--- config.mk ---
export PLATFORM = sky130hd
export DESIGN_NAME = ifu_fetch
export DESIGN_NICKNAME = d
export VERILOG_FILES = /design/src/rtl/ifu_fetch.sv
export SDC_FILE = /design/constraint.sdc
export NUM_CORES = 1
export LEC_CHECK = 0
export ABC_AREA = 0
export CAP_MARGIN = 20
export CORE_ASPECT_RATIO = 1.4
export CORE_MARGIN = 3
export CORE_UTILIZATION = 35
export CTS_CLUSTER_SIZE = 10
export DETAILED_ROUTE_END_ITERATION = 10
export PLACE_DENSITY = 0.56
export SYNTH_ARGS = -nofsm -noshare
export SYNTH_HDL_FRONTEND = slang
export SYNTH_SLANG_ARGS = --single-unit
--- constraint.sdc ---
create_clock -name clk -period 4.33 [get_ports clk]
set_input_delay 0.433 -clock clk [delete_from_list [all_inputs] [get_ports clk]]
set_output_delay 0.433 -clock clk [all_outputs]
set_load 0.05 [all_outputs]
--- src/rtl/ifu_fetch.sv ---
// Instruction fetch unit: credit-limited in-order imem requests, PC-tagged instruction FIFO, redirect flush.
// Optional IFU_PERF_CNT_EN adds perf_fetched/perf_dropped event counters.
module ifu_fetch #(
    parameter int unsigned     XLEN       = 32,
    parameter logic [XLEN-1:0] RESET_PC   = '0,
    parameter int unsigned     FIFO_DEPTH = 4,
    parameter int unsigned     MAX_OUTST  = 2
) (
    input  logic            clk,
    input  logic            rst,
    input  logic            pc_load,
    input  logic [XLEN-1:0] pc_out,
    output logic            imem_req_valid,
    input  logic            imem_req_ready,
    output logic [XLEN-1:0] imem_req_addr,
    input  logic            imem_rsp_valid,
    input  logic [31:0]     imem_rsp_data,
    output logic            fetch_valid,
    input  logic            fetch_ready,
    output logic [XLEN-1:0] fetch_instr_tag,
    output logic [31:0]     fetch_instr
`ifdef IFU_PERF_CNT_EN
    ,
    output logic [31:0]     perf_fetched,
    output logic [31:0]     perf_dropped
`endif
);

    localparam int unsigned OW = $clog2(MAX_OUTST + 1);
    localparam int unsigned CW = $clog2(FIFO_DEPTH + 1);
    localparam int unsigned AW = $clog2(FIFO_DEPTH);
    localparam int unsigned TW = (MAX_OUTST > 1) ? $clog2(MAX_OUTST) : 1;
    localparam int unsigned SW = CW + 1;

    logic [XLEN-1:0] fetch_pc_q, fetch_pc_d;
    logic [OW-1:0]   outst_q, outst_d, drop_q, drop_d;
    logic [CW-1:0]   cnt_q, cnt_d;
    logic [AW-1:0]   wr_q, wr_d, rd_q, rd_d;
    logic [TW-1:0]   tq_wr_q, tq_wr_d, tq_rd_q, tq_rd_d;

    logic [XLEN-1:0] tq_q       [MAX_OUTST];
    logic [XLEN-1:0] fifo_tag_q [FIFO_DEPTH];
    logic [31:0]     fifo_data_q[FIFO_DEPTH];

    logic credit_ok, req_valid, req_fire;
    logic rsp_take, rsp_drop, rsp_keep, head_valid, pop;

    function automatic logic [TW-1:0] tq_inc(input logic [TW-1:0] p);
        return (p == TW'(MAX_OUTST - 1)) ? '0 : p + TW'(1);
    endfunction

    // Handshake qualification from registered counts only
    always_comb begin
        credit_ok  = (outst_q < OW'(MAX_OUTST)) &&
                     ((SW'(outst_q) + SW'(cnt_q)) < SW'(FIFO_DEPTH));
        req_valid  = !rst && !pc_load && credit_ok;
        req_fire   = req_valid && imem_req_ready;
        rsp_take   = imem_rsp_valid && (outst_q != '0);
        rsp_drop   = rsp_take && (pc_load || (drop_q != '0));
        rsp_keep   = rsp_take && !rsp_drop;
        head_valid = !rst && !pc_load && (cnt_q != '0);
        pop        = head_valid && fetch_ready;
    end

    // Next state; a redirect leaves every still-outstanding request marked for discard
    always_comb begin
        fetch_pc_d = fetch_pc_q;
        drop_d     = drop_q;
        cnt_d      = cnt_q;
        wr_d       = wr_q;
        rd_d       = rd_q;
        tq_wr_d    = tq_wr_q;
        tq_rd_d    = tq_rd_q;
        outst_d    = outst_q + OW'(req_fire) - OW'(rsp_take);
        if (pc_load) begin
            fetch_pc_d = pc_out & ~XLEN'(3);
            drop_d     = outst_d;
            cnt_d      = '0;
            wr_d       = '0;
            rd_d       = '0;
            tq_wr_d    = '0;
            tq_rd_d    = '0;
        end else begin
            if (req_fire) begin
                fetch_pc_d = fetch_pc_q + XLEN'(4);
                tq_wr_d    = tq_inc(tq_wr_q);
            end
            if (rsp_drop) begin
                drop_d = drop_q - OW'(1);
            end
            if (rsp_keep) begin
                tq_rd_d = tq_inc(tq_rd_q);
                wr_d    = wr_q + AW'(1);
            end
            if (pop) begin
                rd_d = rd_q + AW'(1);
            end
            cnt_d = cnt_q + CW'(rsp_keep) - CW'(pop);
        end
    end

    always_ff @(posedge clk) begin
        if (rst) begin
            fetch_pc_q <= RESET_PC;
            outst_q    <= '0;
            drop_q     <= '0;
            cnt_q      <= '0;
            wr_q       <= '0;
            rd_q       <= '0;
            tq_wr_q    <= '0;
            tq_rd_q    <= '0;
        end else begin
            fetch_pc_q <= fetch_pc_d;
            outst_q    <= outst_d;
            drop_q     <= drop_d;
            cnt_q      <= cnt_d;
            wr_q       <= wr_d;
            rd_q       <= rd_d;
            tq_wr_q    <= tq_wr_d;
            tq_rd_q    <= tq_rd_d;
        end
    end

    // Tag queue and instruction FIFO storage (no reset needed, guarded by counts)
    always_ff @(posedge clk) begin
        if (req_fire) begin
            tq_q[tq_wr_q] <= fetch_pc_q;
        end
        if (rsp_keep) begin
            fifo_tag_q[wr_q]  <= tq_q[tq_rd_q];
            fifo_data_q[wr_q] <= imem_rsp_data;
        end
    end

`ifdef IFU_PERF_CNT_EN
    logic [31:0] perf_fetched_q, perf_dropped_q;

    always_ff @(posedge clk) begin
        if (rst) begin
            perf_fetched_q <= '0;
            perf_dropped_q <= '0;
        end else begin
            perf_fetched_q <= perf_fetched_q + 32'(rsp_keep);
            perf_dropped_q <= perf_dropped_q + 32'(rsp_drop) + (pc_load ? 32'(cnt_q) : 32'd0);
        end
    end

    assign perf_fetched = perf_fetched_q;
    assign perf_dropped = perf_dropped_q;
`endif

    assign imem_req_valid  = req_valid;
    assign imem_req_addr   = fetch_pc_q;
    assign fetch_valid     = head_valid;
    assign fetch_instr_tag = head_valid ? fifo_tag_q[rd_q] : '0;
    assign fetch_instr     = head_valid ? fifo_data_q[rd_q] : '0;

`ifndef SYNTHESIS
    always @(posedge clk) begin
        if (!rst) begin
            assert (!(imem_rsp_valid && (outst_q == '0)));
            assert (outst_q <= OW'(MAX_OUTST));
            assert (cnt_q <= CW'(FIFO_DEPTH));
            assert (drop_q <= outst_q);
        end
    end
`endif

endmodule
==> flow_summary_export.csv <==
group,metric,value,unit
clocking,cts-htree-levels,2,
synth,synth_cell_types,59,
setup_path,cp_max_fo,6,
placement,detailedPlacementHpwl,19.2,mm
synth,cells_after_synthesis,808,
synth,most_frequently_used_cell_type_in_the_post_synthesis_netlist,"edfxtp_1",
synth,ys_warn_count,0,
grt,global_route.overflow_total,0,
pwr,p_per_area,432,nW/um^2
placement,detailedPlace.worstSlack,1.17,ns
timing,achievable-frequency,0.319,GHz
setup_path,rr_endpoint,"drop_q[1]$_SDFFE_PP0P_",
clocking,tritoncts_clock_tree,"built",
pwr,worst_vdd_ir,0.231,mV
synth,post_synth_most_frequent_cells,"308 x edfxtp_1, 73 x and2_1, 62 x mux4_2",
timing,report.final.slew_viol_count,0,
synth,post_synth_main_area_contributors,"edfxtp_1 66%, mux4_2 9.9%, dfxtp_1 6.5%, and2_1 3.2%, mux2_2 2.6%",
detailed_routing,route.met2.wl,16.4,mm
timing,post-route-period-util,72.5,%
clocking,numClockSinks,354,
detailed_routing,routed_wirelength,31.2,mm
synth,synth_area,14100,sq um
detailed_routing,route.detailed.vias_per_inst,5.00,
timing,max-slew-margin-rel,29.3,%
placement,place_congestion,0.803,
layout,final_util,44.0,%
floorplan,die-area,42700,sq um
clocking,cts.path.max_buffers,3,
detailed_routing,wirelength_met1,12.7,mm
setup_path,crit_family,"buffers and inverters",
placement,place.port_buffers,161,
grt,grt_pass1_vias,8269,
grt,antenna_found_initial,0,
run,drv_cap,0,
clocking,clk_transition_reported_paths,0.06,ns
setup_path,critical_path_depth,4,
clocking,cts_made_buffers,41,
grt,grt_start_max_net_pins,63,
min_path,timing.hold.worst.class,"input pin to flip-flop",
setup_path,arrival,2.71,ns
timing,number_of_hold_violations_in_the_final_report,0,
layout,layoutNonFillerInstCount,1535,
pwr,leakage,5.66,nW
clocking,clk-insertion-delay-late,0.52,ns
clocking,postCtsSetupRepairBufs,0,
timing,finalClockSkew,0.0102,ns
setup_path,r2r_setup_slack,1.65,ns
setup_path,timing.reg2reg.worst_path_depth,12,
floorplan,initial_standard_cell_utilization_of_the_core,35.6,%
detailed_routing,drc,0,
floorplan,die_height,243,microns
detailed_routing,detail_route.iter0.violations,473,
detailed_routing,antenna_left,0,
setup_path,r2r_start,"outst_q[1]$_SDFF_PP0_",
setup_path,cp-endpoint,"imem_req_valid",
floorplan,core_outline_area,39600,sq um
synth,post-synth-top-area-cell,"edfxtp_1",
detailed_routing,routed-via-count,7675,
synth,mean_cell_area_of_the_mapped_netlist,17.4,sq um
layout,finish.net_count,1071,
setup_path,startpoint,"outst_q[1]$_SDFF_PP0_",
layout,fraction_of_layout_cells_with_a_size_suffix_above_1,23.3,%
floorplan,boundaryPins,168,
timing,tightestPinTransition,1.06,ns
synth,synth-async-reset-ratio,0,%
setup_path,worst_ep_required_time,3.90,ns
setup_path,setup.worst_path.start_class,"flip-flop",
setup_path,timing.critical_path.cells,"ha_1 > a311o_1 > nor3_1 > clkdlybuf4s50_1",
clocking,cts_resized,0,
setup_path,cp_slowest_cell,"clkdlybuf4s50_1",
setup_path,setup.worst_path.class,"flip-flop to primary output",
clocking,postCtsHoldBufs,0,
floorplan,floorplan.die.width,176,microns
synth,seq_area_frac_synth,72.2,%
timing,rsz_0062_raised_after_global_routing,"false",
floorplan,core.rowCount,86,
detailed_routing,drt_first_pass_iters,4,
pwr,post-layout-total-power,7.53,mW
layout,n_fill_cell,3581,
synth,yosys.area.top_type_share,65.6,%
timing,worst_setup_margin,1.19,ns
timing,final.setup.tns,0,ns
setup_path,critPathMaxStageDelay,0.85,ns
clocking,ctsRootBufferMaster,"clkbuf_16",
grt,grt.total_usage,14.7,%
setup_path,critical_path.endpoint_type,"primary output",
grt,grt_first_pass_wirelength,48.6,mm
synth,synth_enable_flop_cells,308,
synth,ys_ff_latch,354,
detailed_routing,met3_length,1.45,mm
setup_path,crit_buf_inv,1,
layout,insertedDiodeCount,0,
timing,layout_min_cycle_time,3.14,ns
detailed_routing,post_drt_wl_per_cell,20.3,microns
placement,placed_cells_incl_taps,1474,
detailed_routing,dr.max_layer_used,"met4",
timing,setup_viol,0,
layout,area_growth_syn_to_layout,23.6,%
run_status,status,"completed",
min_path,whs_path_depth,3,
synth,synth_flop_cell,"edfxtp_1",
## cell families (layout without fill, tap and decap cells)
| logic type | Yosys count | in the layout | share of synthesized area [%] |
|---|---|---|---|
| AOI/OAI and AO/OA | 77 | 77 | 3.47 |
| xor gates and xnor gates | 14 | 14 | 0.870 |
| adders and majority gates | 12 | 12 | 1.12 |
| buffers and inverters | 59 | 255 | 1.80 |
| DFF | 354 | 354 | 72.2 |
| muxes | 96 | 96 | 12.6 |
| other | 1 | 4 | 0.0266 |
| and+or+nand+nor | 195 | 195 | 7.91 |
## worst min-delay path by stage
stage                         start                              to  slack [ns]
5_1_grt                  pc_out[17]  imem_req_addr[17]$_SDFFE_PP0P_        0.45
6_report                 pc_out[17]  imem_req_addr[17]$_SDFFE_PP0P_        0.46
3_3_place_gp   tq_rd_q$_SDFFE_PP0P_                       flip-flop        0.49
3_5_place_dp   wr_q[1]$_SDFFE_PP0P_            wr_q[1]$_SDFFE_PP0P_        0.50
2_1_floorplan  wr_q[1]$_SDFFE_PP0P_            wr_q[1]$_SDFFE_PP0P_        0.47
4_1_cts                  pc_out[17]  imem_req_addr[17]$_SDFFE_PP0P_        0.43
## where the power goes
group          leakage, nW  switching [mW]  total [mW]  internal, mW
clock                0.567            1.25        3.08          1.83
combinational         1.92           0.309       0.540         0.231
sequential            3.17          0.0792        3.91          3.83
## routing by layer
layer / up-vias / GRT usage (%)
met2: 218 / 26.4
met4: 0 / 4.66
met3: 49 / 2.78
li1: 3524 / -
met1: 3884 / 17.9
met5: - / 0
## final cells by class
cell class	instances	area (sq um)	share of cell area [%]
clock buffers	60	1160	6.66
multi-input cells	398	3700	21.2
flip-flops and latches	354	10200	58.5
well taps	528	661	3.79
repair buffers	178	1650	9.46
inverters	16	60.1	0.345
clock inverters	1	8.76	0.0503
## registers in the layout, indices dropped and copies added, names as in the netlist, named ones only
| signal | flops |
|---|---|
| rd_q | 2 |
| fifo_data_q | 128 |
| imem_req_addr | 30 |
| tq_q | 60 |
| tq_rd_q | 1 |
| cnt_q | 3 |
| tq_wr_q | 1 |
| wr_q | 2 |
| drop_q | 2 |
| outst_q | 2 |
| fifo_tag_q | 120 |
## per-stage QoR
stage / cell area [sq um] / hold slack [ns]
2_1_floorplan: 14100 / 0.469
3_3_place_gp: 16200 / 0.489
3_5_place_dp: 16200 / 0.502
4_1_cts: 17400 / 0.432
5_1_grt: 17400 / 0.455
6_report: 17400 / 0.460
## placed cells by master, fill, tap and decap left out, types with 28 or more instances in the layout
master | Yosys | layout
a21oi_1 | 28 | 28
buf_4 | 4 | 74
dfxtp_1 | 46 | 43
nand2_1 | 29 | 29
nor2_1 | 30 | 28
mux4_2 | 62 | 62
edfxtp_1 | 308 | 308
clkdlybuf4s50_1 | 0 | 99
clkbuf_16 | 0 | 43
and2_1 | 73 | 69
mux2_2 | 32 | 32
## tightest hold or removal path: stages
cell and delay (ns):
clkdlybuf4s50_1 0.39, nand2_1 0.06, a21oi_1 0.05
(Power assumes the default switching activity.)
